### src/rtl/uart_pkg.sv
// Shared UART types and helpers: FSM states, baud divisor, 3-sample vote.
// Used by uart_rx and uart_tx; both derive the tick divisor from uart_divisor.
package uart_pkg;

    typedef enum logic [2:0] {
        IDLE,
        START,
        DATA,
        PARITY,
        STOP,
        BREAK
    } uart_state_e;

    function automatic int uart_divisor(
        input int clock,
        input int baud,
        input int oversample
    );
        return (clock + baud * oversample / 2) / (baud * oversample);
    endfunction

    function automatic logic majority3(
        input logic a,
        input logic b,
        input logic c
    );
        return (a & b) | (a & c) | (b & c);
    endfunction

endpackage

### src/rtl/uart_tick_gen.sv
// Free-running clock divider: one-cycle tick every DIV clocks.
// Shared between uart_rx and uart_tx oversampling logic.
module uart_tick_gen #(
    parameter int DIV = 27
) (
    input  logic clk_i,
    input  logic rst_i,
    output logic tick_o
);

    localparam int CW = (DIV > 1) ? $clog2(DIV) : 1;
    localparam logic [CW-1:0] LAST = CW'(DIV - 1);

    logic [CW-1:0] cnt_q;
    logic [CW-1:0] cnt_d;

    always_comb begin
        cnt_d = (cnt_q == LAST) ? '0 : cnt_q + 1'b1;
    end

    always_ff @(posedge clk_i or posedge rst_i) begin
        if (rst_i) begin
            cnt_q <= '0;
        end else begin
            cnt_q <= cnt_d;
        end
    end

    assign tick_o = (cnt_q == LAST);

endmodule

### src/rtl/uart_rx.sv
// Oversampling UART receiver with valid/ready output slot.
// Optional parity check built when UART_RX_PARITY_EN is defined.
module uart_rx
    import uart_pkg::*;
#(
    parameter int CLOCK      = 50000000,
    parameter int BAUD       = 115200,
    parameter int OVERSAMPLE = 16,
    parameter int DATA_BITS  = 8,
    parameter int PARITY_ODD = 0
) (
    input  logic                 inp_clock,
    input  logic                 inp_reset,
    input  logic                 inp_rxd,
    output logic [DATA_BITS-1:0] out_data,
    output logic                 out_valid,
    input  logic                 inp_ready,
    output logic                 out_ferr,
    output logic                 out_perr,
    output logic                 out_overrun
);

    localparam int DIV = uart_divisor(CLOCK, BAUD, OVERSAMPLE);
    localparam int SW  = $clog2(OVERSAMPLE);
    localparam int BW  = $clog2(DATA_BITS);

    localparam logic [SW-1:0] S_PRE  = SW'(OVERSAMPLE / 2 - 1);
    localparam logic [SW-1:0] S_MID  = SW'(OVERSAMPLE / 2);
    localparam logic [SW-1:0] S_POST = SW'(OVERSAMPLE / 2 + 1);
    localparam logic [SW-1:0] S_LAST = SW'(OVERSAMPLE - 1);
    localparam logic [BW-1:0] B_LAST = BW'(DATA_BITS - 1);

    if (OVERSAMPLE < 8 || (OVERSAMPLE % 2) != 0 ||
        DATA_BITS < 5 || DATA_BITS > 8 ||
        PARITY_ODD < 0 || PARITY_ODD > 1) begin : g_bad_cfg
        $error("uart_rx: unsupported parameter set");
    end

    logic                 tick;
    logic                 sync1_q;
    logic                 sync2_q;
    uart_state_e          state_q;
    logic [SW-1:0]        s_q;
    logic [BW-1:0]        bit_q;
    logic [1:0]           smp_q;
    logic [DATA_BITS-1:0] shift_q;
    logic                 done_q;
    logic                 ferr_q;
    logic                 maj;
    logic                 perr_frame;

    logic [DATA_BITS-1:0] data_q, data_d;
    logic                 valid_q, valid_d;
    logic                 perr_q, perr_d;
    logic                 ovr_q, ovr_d;

    uart_tick_gen #(
        .DIV(DIV)
    ) u_tick (
        .clk_i (inp_clock),
        .rst_i (inp_reset),
        .tick_o(tick)
    );

    always_ff @(posedge inp_clock or posedge inp_reset) begin
        if (inp_reset) begin
            sync1_q <= 1'b1;
            sync2_q <= 1'b1;
        end else begin
            sync1_q <= inp_rxd;
            sync2_q <= sync1_q;
        end
    end

    // Third vote is the live sample taken on the S_POST tick itself.
    assign maj = majority3(smp_q[1], smp_q[0], sync2_q);

`ifdef UART_RX_PARITY_EN
    logic perr_lat_q;
    assign perr_frame = perr_lat_q;
`else
    assign perr_frame = 1'b0;
`endif

    always_ff @(posedge inp_clock or posedge inp_reset) begin
        if (inp_reset) begin
            state_q <= IDLE;
            s_q     <= '0;
            bit_q   <= '0;
            smp_q   <= '0;
            shift_q <= '0;
            done_q  <= 1'b0;
            ferr_q  <= 1'b0;
`ifdef UART_RX_PARITY_EN
            perr_lat_q <= 1'b0;
`endif
        end else begin
            done_q <= 1'b0;
            ferr_q <= 1'b0;
            if (tick) begin
                s_q <= (s_q == S_LAST) ? '0 : s_q + 1'b1;
                if (s_q == S_PRE) smp_q[1] <= sync2_q;
                if (s_q == S_MID) smp_q[0] <= sync2_q;
                unique case (state_q)
                    IDLE: begin
                        s_q <= '0;
                        if (!sync2_q) state_q <= START;
                    end
                    START: begin
                        if (s_q == S_POST && maj) begin
                            state_q <= IDLE;
                        end else if (s_q == S_LAST) begin
                            state_q <= DATA;
                            bit_q   <= '0;
                        end
                    end
                    DATA: begin
                        if (s_q == S_POST)
                            shift_q <= {maj, shift_q[DATA_BITS-1:1]};
                        if (s_q == S_LAST) begin
                            if (bit_q == B_LAST) begin
`ifdef UART_RX_PARITY_EN
                                state_q <= PARITY;
`else
                                state_q <= STOP;
`endif
                            end else begin
                                bit_q <= bit_q + 1'b1;
                            end
                        end
                    end
`ifdef UART_RX_PARITY_EN
                    PARITY: begin
                        if (s_q == S_POST)
                            perr_lat_q <= maj ^ (^shift_q) ^ 1'(PARITY_ODD);
                        if (s_q == S_LAST) state_q <= STOP;
                    end
`endif
                    // Decide at mid-stop so a back-to-back start edge is not missed.
                    STOP: begin
                        if (s_q == S_POST) begin
                            if (maj) begin
                                done_q  <= 1'b1;
                                state_q <= IDLE;
                            end else begin
                                ferr_q  <= 1'b1;
                                state_q <= BREAK;
                            end
                        end
                    end
                    BREAK: begin
                        if (sync2_q) state_q <= IDLE;
                    end
                    default: state_q <= IDLE;
                endcase
            end
        end
    end

    always_comb begin
        data_d  = data_q;
        valid_d = valid_q;
        perr_d  = 1'b0;
        ovr_d   = 1'b0;
        if (done_q) begin
            if (!valid_q || inp_ready) begin
                data_d  = shift_q;
                valid_d = 1'b1;
                perr_d  = perr_frame;
            end else begin
                ovr_d = 1'b1;
            end
        end else if (inp_ready) begin
            valid_d = 1'b0;
        end
    end

    always_ff @(posedge inp_clock or posedge inp_reset) begin
        if (inp_reset) begin
            data_q  <= '0;
            valid_q <= 1'b0;
            perr_q  <= 1'b0;
            ovr_q   <= 1'b0;
        end else begin
            data_q  <= data_d;
            valid_q <= valid_d;
            perr_q  <= perr_d;
            ovr_q   <= ovr_d;
        end
    end

    assign out_data    = data_q;
    assign out_valid   = valid_q;
    assign out_ferr    = ferr_q;
    assign out_perr    = perr_q;
    assign out_overrun = ovr_q;

endmodule

### config.mk
export PLATFORM = sky130hd
export DESIGN_NAME = uart_rx
export DESIGN_NICKNAME = d
export VERILOG_FILES = /design/src/rtl/uart_pkg.sv /design/src/rtl/uart_tick_gen.sv /design/src/rtl/uart_rx.sv
export SDC_FILE = /design/constraint.sdc
export NUM_CORES = 1
export LEC_CHECK = 0
export CELL_PAD_IN_SITES_DETAIL_PLACEMENT = 0
export CELL_PAD_IN_SITES_GLOBAL_PLACEMENT = 1
export CORE_MARGIN = 3
export CORE_UTILIZATION = 46
export DETAILED_ROUTE_END_ITERATION = 10
export GPL_TIMING_DRIVEN = 0
export PLACE_DENSITY = 0.75
export SKIP_LAST_GASP = 1
export SYNTH_ARGS = -nofsm -noshare
export SYNTH_HDL_FRONTEND = slang
export SYNTH_SLANG_ARGS = --single-unit
### constraint.sdc
create_clock -name inp_clock -period 2.1 [get_ports inp_clock]
set_input_delay 0.525 -clock inp_clock [delete_from_list [all_inputs] [get_ports inp_clock]]
set_output_delay 0.525 -clock inp_clock [all_outputs]
set_load 0.02 [all_outputs]
==> flow_metrics.tcl, run 1 <==
set metrics [dict create \
    status "finished clean" \
    rows 22 \
    use_met3_pct 3.40 \
    path_max_fanout 5 \
    async_reset_ff_share_pct 100 \
    skew_ns 0.00328 \
    ios 16 \
    viasPerCell 5.29 \
    wl_um 2820 \
    clockRootBuffer "clkbuf_8" \
    worstSetupPathType "reg -> reg" \
    ys_ff_latch 39 \
    dp_slack_ns 0.102 \
    dpl.hpwl_um 1960 \
    ctsHoldBuffers 0 \
    syn-cell-area_um2 1810 \
    path_cells "inv_2 > ha_4 > nand3b_1 > a2111oi_4 > o211ai_2 > mux2_4" \
    synth_area_per_cell_um2 12.9 \
    cp-start-kind "register" \
    seq_area_frac_synth_pct 54.2 \
    place_inst 202 \
    hold_class "reg -> reg" \
    clock_sinks 39 \
    final_common_cell "dfrtp_1" \
    rsz0062_at_grt "no" \
    setup_viol 0 \
    power.ir.vdd_worst_mv 0.303 \
    arrival_ns 2.16 \
    critPathBufInv 1 \
    cap_violations 0 \
    tns_ns 0 \
    layout_common_cells "dfrtp_1 (36), mux2_2 (17), clkdlybuf4s50_1 (14)" \
    drc 0 \
    grt_pass1_vias 1088 \
    dr.first_iter.drc_count 82 \
    max-slew-margin-rel_pct 48.3 \
    layout.cells.non_filler 211 \
    power_leakage_nw 0.985 \
    hold_violations 0 \
    final_area_um2 2140 \
    tightest_slew_ns 0.775 \
    gp_congestion 0.795 \
    postRouteAntennaNets 0 \
    nNetsFinal 173 \
    clk_latency_ns 0.29 \
    insertedDiodeCount 0 \
    p_total_mw 1.42 \
    core-area_um2 3720 \
    maxSlewViolCount 0 \
    placed_area_um2 2010 \
    ys_types 42 \
    grt_max_degree 40 \
    grt_overflow_total 0 \
    netlist_instances 140 \
    critical-path-slowest-cell "a2111oi_4" \
    p_per_area_nw_per_um2 664 \
    cp_slowest_stage_delay_ns 0.55 \
    drt_pass1_iterations 4 \
    critPathTopFamily "compound AO/OA/AOI/OAI gates" \
    post-route-min-period_ns 1.98 \
    tritoncts "done" \
    period_share_pct 94.4 \
    grt_util_met1_pct 16.4 \
    grt.total_usage_pct 13.8 \
    wl_per_cell_um 13.4 \
    h-tree-depth 2 \
    area_delta_synth_final_pct 18.8 \
    grt.busiest_layer "met2" \
    fp.dieW_um 68.7 \
    required_ns 2.28 \
    clock_path_buffers 2 \
    max_freq_mhz 504 \
    path_clk_slew_ns 0.07 \
    setup_ws_ns 0.117 \
    cts-buffers-inserted 5 \
    die-area_um2 4710 \
    ys.warnings.count 0 \
    grt_first_pass_wirelength_um 4730 \
    drive_above_1_share_pct 25.8 \
    synth_ff_type "dfrtp_1" \
    worstSetupEndpointType "register" \
    syn-num-nets 151 \
    synth_edf_count 0 \
    fp.dieH_um 68.7 \
    start_util_pct 48.6 \
    antenna_found_initial 0 \
    vias 1116 \
    met2_usage_pct 22.5 \
    io_buffers 14 \
]
## final timing paths
| check | startpoint | endpoint | slack (ns) | cells after the start |
|---|---|---|---|---|
| worst max register to register | s_q[1]$_DFFE_PP0N_ | state_q[0]$_DFFE_PP0P_ | 0.12 | 6 |
| worst max-delay path | s_q[1]$_DFFE_PP0N_ | state_q[0]$_DFFE_PP0P_ | 0.12 | 6 |
| worst min register to register | sync1_q$_DFF_PP1_ | sync2_q$_DFF_PP1_ | 0.36 | 0 |
| max in group asynchronous | inp_reset | s_q[0]$_DFFE_PP0N_ | 0.86 | 2 |
| min in group asynchronous | inp_reset | out_data[4]$_DFFE_PP0P_ | 0.70 | 2 |
| worst min-delay path | sync1_q$_DFF_PP1_ | sync2_q$_DFF_PP1_ | 0.36 | 0 |
## area by class of cell
cell class | instances | area [µm²]
Clock inverter | 2 | 35.0
Inverter | 6 | 22.5
Clock buffer | 6 | 82.6
Multi-Input combinational cell | 91 | 793
Buffer | 4 | 23.8
Fill cell | 302 | 1570
Tap cell | 48 | 60.1
Timing Repair Buffer | 15 | 148
Sequential cell | 39 | 980
## per-stage QoR
stage               util, %  hold WS (ns)
floorplan                 -         0.345
global placement       54.0         0.347
detailed placement     54.0         0.347
CTS                    57.1         0.358
global route           57.7         0.359
finish                 57.7         0.357
## worst reg2reg max path: cells and delay by family, from the launching register on
kind / cells / cell delay, ns
AO/OA/AOI/OAI: 2 / 0.72
adder cells (fa/ha/maj): 1 / 0.13
buffers and inverters: 1 / 0.09
flip-flops: 1 / 0.39
multiplexers: 1 / 0.31
AND/OR/NAND/NOR: 1 / 0.23
## registers in the layout (all words and copies together) (netlist names), 2 cells and up
| signal | count |
|---|---|
| u_tick.cnt_q | 5 |
| out_data | 8 |
| smp_q | 2 |
| bit_q | 3 |
| s_q | 4 |
| shift_q | 8 |
| state_q | 3 |
## layer usage
metal,vias to the layer above,routed length [µm]
met5,-,0
met4,0,63
met3,7,133
met2,24,1380
met1,539,1240
li1,546,-
## synthesized netlist by cell type, drive strengths merged (2+ instances only)
master | number | share of area (%)
clkbuf | 2 | 0.48
nor3b | 2 | 0.83
and3 | 2 | 0.69
nor4b | 3 | 2.3
nand3 | 2 | 0.55
nand2 | 9 | 1.9
dfstp | 2 | 2.9
buf | 2 | 0.83
nor3 | 3 | 1.5
o21ai | 8 | 2.2
a22o | 3 | 1.5
nor2 | 8 | 1.7
nand4 | 2 | 0.69
ha | 7 | 4.9
a21o | 2 | 0.83
or3b | 2 | 1.1
a21oi | 2 | 0.55
dfrtp | 37 | 51
inv | 6 | 1.2
mux2 | 20 | 13
## timing repair
action,4_1_cts,5_1_grt
gates resized for setup,0,4
setup endpoints to repair,0,1
buffers inserted,0,1
## report_power, final
part | leakage [nW] | switching (mW) | internal, mW
clock | 0.0612 | 0.250 | 0.384
sequential | 0.519 | 0.00162 | 0.755
combinational | 0.405 | 0.0219 | 0.0118
total | 0.985 | 0.273 | 1.15
## cell families (layout without fill, tap and decap cells)
kind of cell	after synthesis	in the layout	synth area share [%]
adder cells (fa/ha/maj)	8	8	5.41
other	1	1	0.208
multiplexers	21	21	13.2
flip-flops	39	39	54.2
buffers and inverters	10	33	2.56
AO/OA/AOI/OAI	22	22	9.56
XOR/XNOR	1	1	0.485
AND/OR/NAND/NOR	38	38	14.3
(Power assumes the default switching activity.)
==> run 2: changes to the inputs <==
- REMOVE_ABC_BUFFERS: not set -> 1
==> flow_metrics.tcl, run 2 (synthesis results as in run 1) <==
set metrics [dict create \
    status "finished clean" \
    tns_ns 0 \
    die-area_um2 4710 \
    start_util_pct 48.6 \
    fp.dieW_um 68.7 \
    final_common_cell "dfrtp_1" \
    gp_congestion 0.797 \
    drt_pass1_iterations 4 \
    post-route-min-period_ns 1.95 \
    power_leakage_nw 0.988 \
    path_cells "inv_2 > ha_1 > nand3b_1 > a2111oi_4 > o211ai_2 > mux2_4" \
    fp.dieH_um 68.7 \
    grt_first_pass_wirelength_um 4830 \
    rr_endpoint "state_q[0]$_DFFE_PP0P_" \
    ff2ff_path_depth 6 \
    layout_common_cells "dfrtp_1 (37), mux2_2 (17), clkdlybuf4s50_1 (14)" \
    ctsHoldBuffers 0 \
    hold_class "reg -> reg" \
    vias 1119 \
    hold_violations 0 \
    grt_overflow_total 0 \
    path_max_fanout 4 \
    max_freq_mhz 514 \
    critical-path-slowest-cell "a2111oi_4" \
    wl_per_cell_um 13.6 \
    maxSlewViolCount 0 \
    tritoncts "done" \
    critPathLaunch "s_q[1]$_DFFE_PP0N_" \
    nNetsFinal 171 \
    arrival_ns 2.12 \
    drc 0 \
    clk_latency_ns 0.28 \
    ios 16 \
    io_buffers 14 \
    grt.total_usage_pct 14.2 \
    grt_max_degree 24 \
    grt.busiest_layer "met2" \
    power.ir.vdd_worst_mv 0.428 \
    p_total_mw 1.42 \
    dpl.hpwl_um 2100 \
    critPathCapture "state_q[0]$_DFFE_PP0P_" \
    cts-buffers-inserted 5 \
    fill_cells 321 \
    antenna_found_initial 0 \
    insertedDiodeCount 0 \
    worstSetupPathType "reg -> reg" \
    period_share_pct 92.6 \
    reg2reg_from "s_q[1]$_DFFE_PP0N_" \
    cp-start-kind "register" \
    met2_usage_pct 23.5 \
    rsz0062_at_grt "no" \
    drive_above_1_share_pct 23.6 \
    cap_violations 0 \
    max-slew-margin-rel_pct 38.6 \
    h-tree-depth 2 \
    grt_pass1_vias 1082 \
    final_area_um2 2140 \
    wl_um 2850 \
    grt_util_met1_pct 16.8 \
    postRouteAntennaNets 0 \
    worstSetupEndpointType "register" \
    setup_viol 0 \
    core-area_um2 3720 \
    viasPerCell 5.35 \
    use_met3_pct 5.35 \
    clock_path_buffers 2 \
    path_clk_slew_ns 0.07 \
    clock_sinks 39 \
    placed_area_um2 2010 \
    area_delta_synth_final_pct 18.6 \
    p_per_area_nw_per_um2 664 \
    clockRootBuffer "clkbuf_8" \
    cp_slowest_stage_delay_ns 0.47 \
    rows 22 \
    r2r_slack_ns 0.15 \
    required_ns 2.27 \
    dr.first_iter.drc_count 51 \
    skew_ns 0.00426 \
    tightest_slew_ns 0.920 \
]
-- run 2: through the flow --
stage          cells  hold slack [ns]  util (%)  setup WS [ns]
2_1_floorplan    136            0.345         -          0.279
3_3_place_gp     198            0.347      53.3        -0.0659
3_5_place_dp     199            0.348      54.1          0.116
4_1_cts          207            0.359      57.2         0.0951
5_1_grt          209            0.361      57.6         0.0133
6_report         209            0.357      57.6          0.154
-- run 2: area by class of cell --
| type | count | area, µm² | area share, % |
|---|---|---|---|
| multi-input cells | 91 | 781 | 36.4 |
| repair buffers | 17 | 183 | 8.53 |
| well taps | 48 | 60.1 | 2.80 |
| clock inverters | 2 | 35.0 | 1.64 |
| inverters | 6 | 22.5 | 1.05 |
| flip-flops and latches | 39 | 978 | 45.7 |
| clock buffers | 6 | 82.6 | 3.86 |
-- run 2: report_power, final --
part	internal (mW)	total, mW	switching, mW
Clock	0.384	0.628	0.244
Combinational	0.0150	0.0355	0.0204
Sequential	0.755	0.759	0.00397
Total	1.15	1.42	0.268
-- run 2: how the worst min path moves through the flow --
stage	start	end	slack, ns	cells past startpoint
after floorplan	sync1_q$_DFF_PP1_	sync2_q$_DFF_PP1_	0.35	0
after global placement	sync1_q$_DFF_PP1_	sync2_q$_DFF_PP1_	0.35	0
after detailed placement	sync1_q$_DFF_PP1_	sync2_q$_DFF_PP1_	0.35	0
after CTS	sync1_q$_DFF_PP1_	sync2_q$_DFF_PP1_	0.36	0
after global routing	sync1_q$_DFF_PP1_	sync2_q$_DFF_PP1_	0.36	0
final	sync1_q$_DFF_PP1_	sync2_q$_DFF_PP1_	0.36	0
-- run 2: worst max-delay path: cells and delay by family (launching register included) --
family | cells | cell delay, ns
AOI/OAI and AO/OA | 2 | 0.63
adders and majority gates | 1 | 0.17
buffers and inverters | 1 | 0.09
DFF | 1 | 0.42
muxes | 1 | 0.31
and+or+nand+nor | 1 | 0.22
-- run 2: routing by layer --
layer / part of all wire, % / routed length, µm
met2: 49 / 1410
met1: 45 / 1270
met3: 4.4 / 125
met5: 0 / 0
met4: 1.5 / 44
-- run 2: what timing repair did --
action | 4_1_cts | 5_1_grt
endpoints found under the setup margin | 0 | 2
endpoints found under the hold margin | 0 | 0
resized for setup | 0 | 1
buffers inserted | 0 | 2
==> run 3: changes to the inputs <==
- CAP_MARGIN: not set -> 10
==> results of run 3 <==
The final DEF is identical to that of run 2; final timing and power are the same.
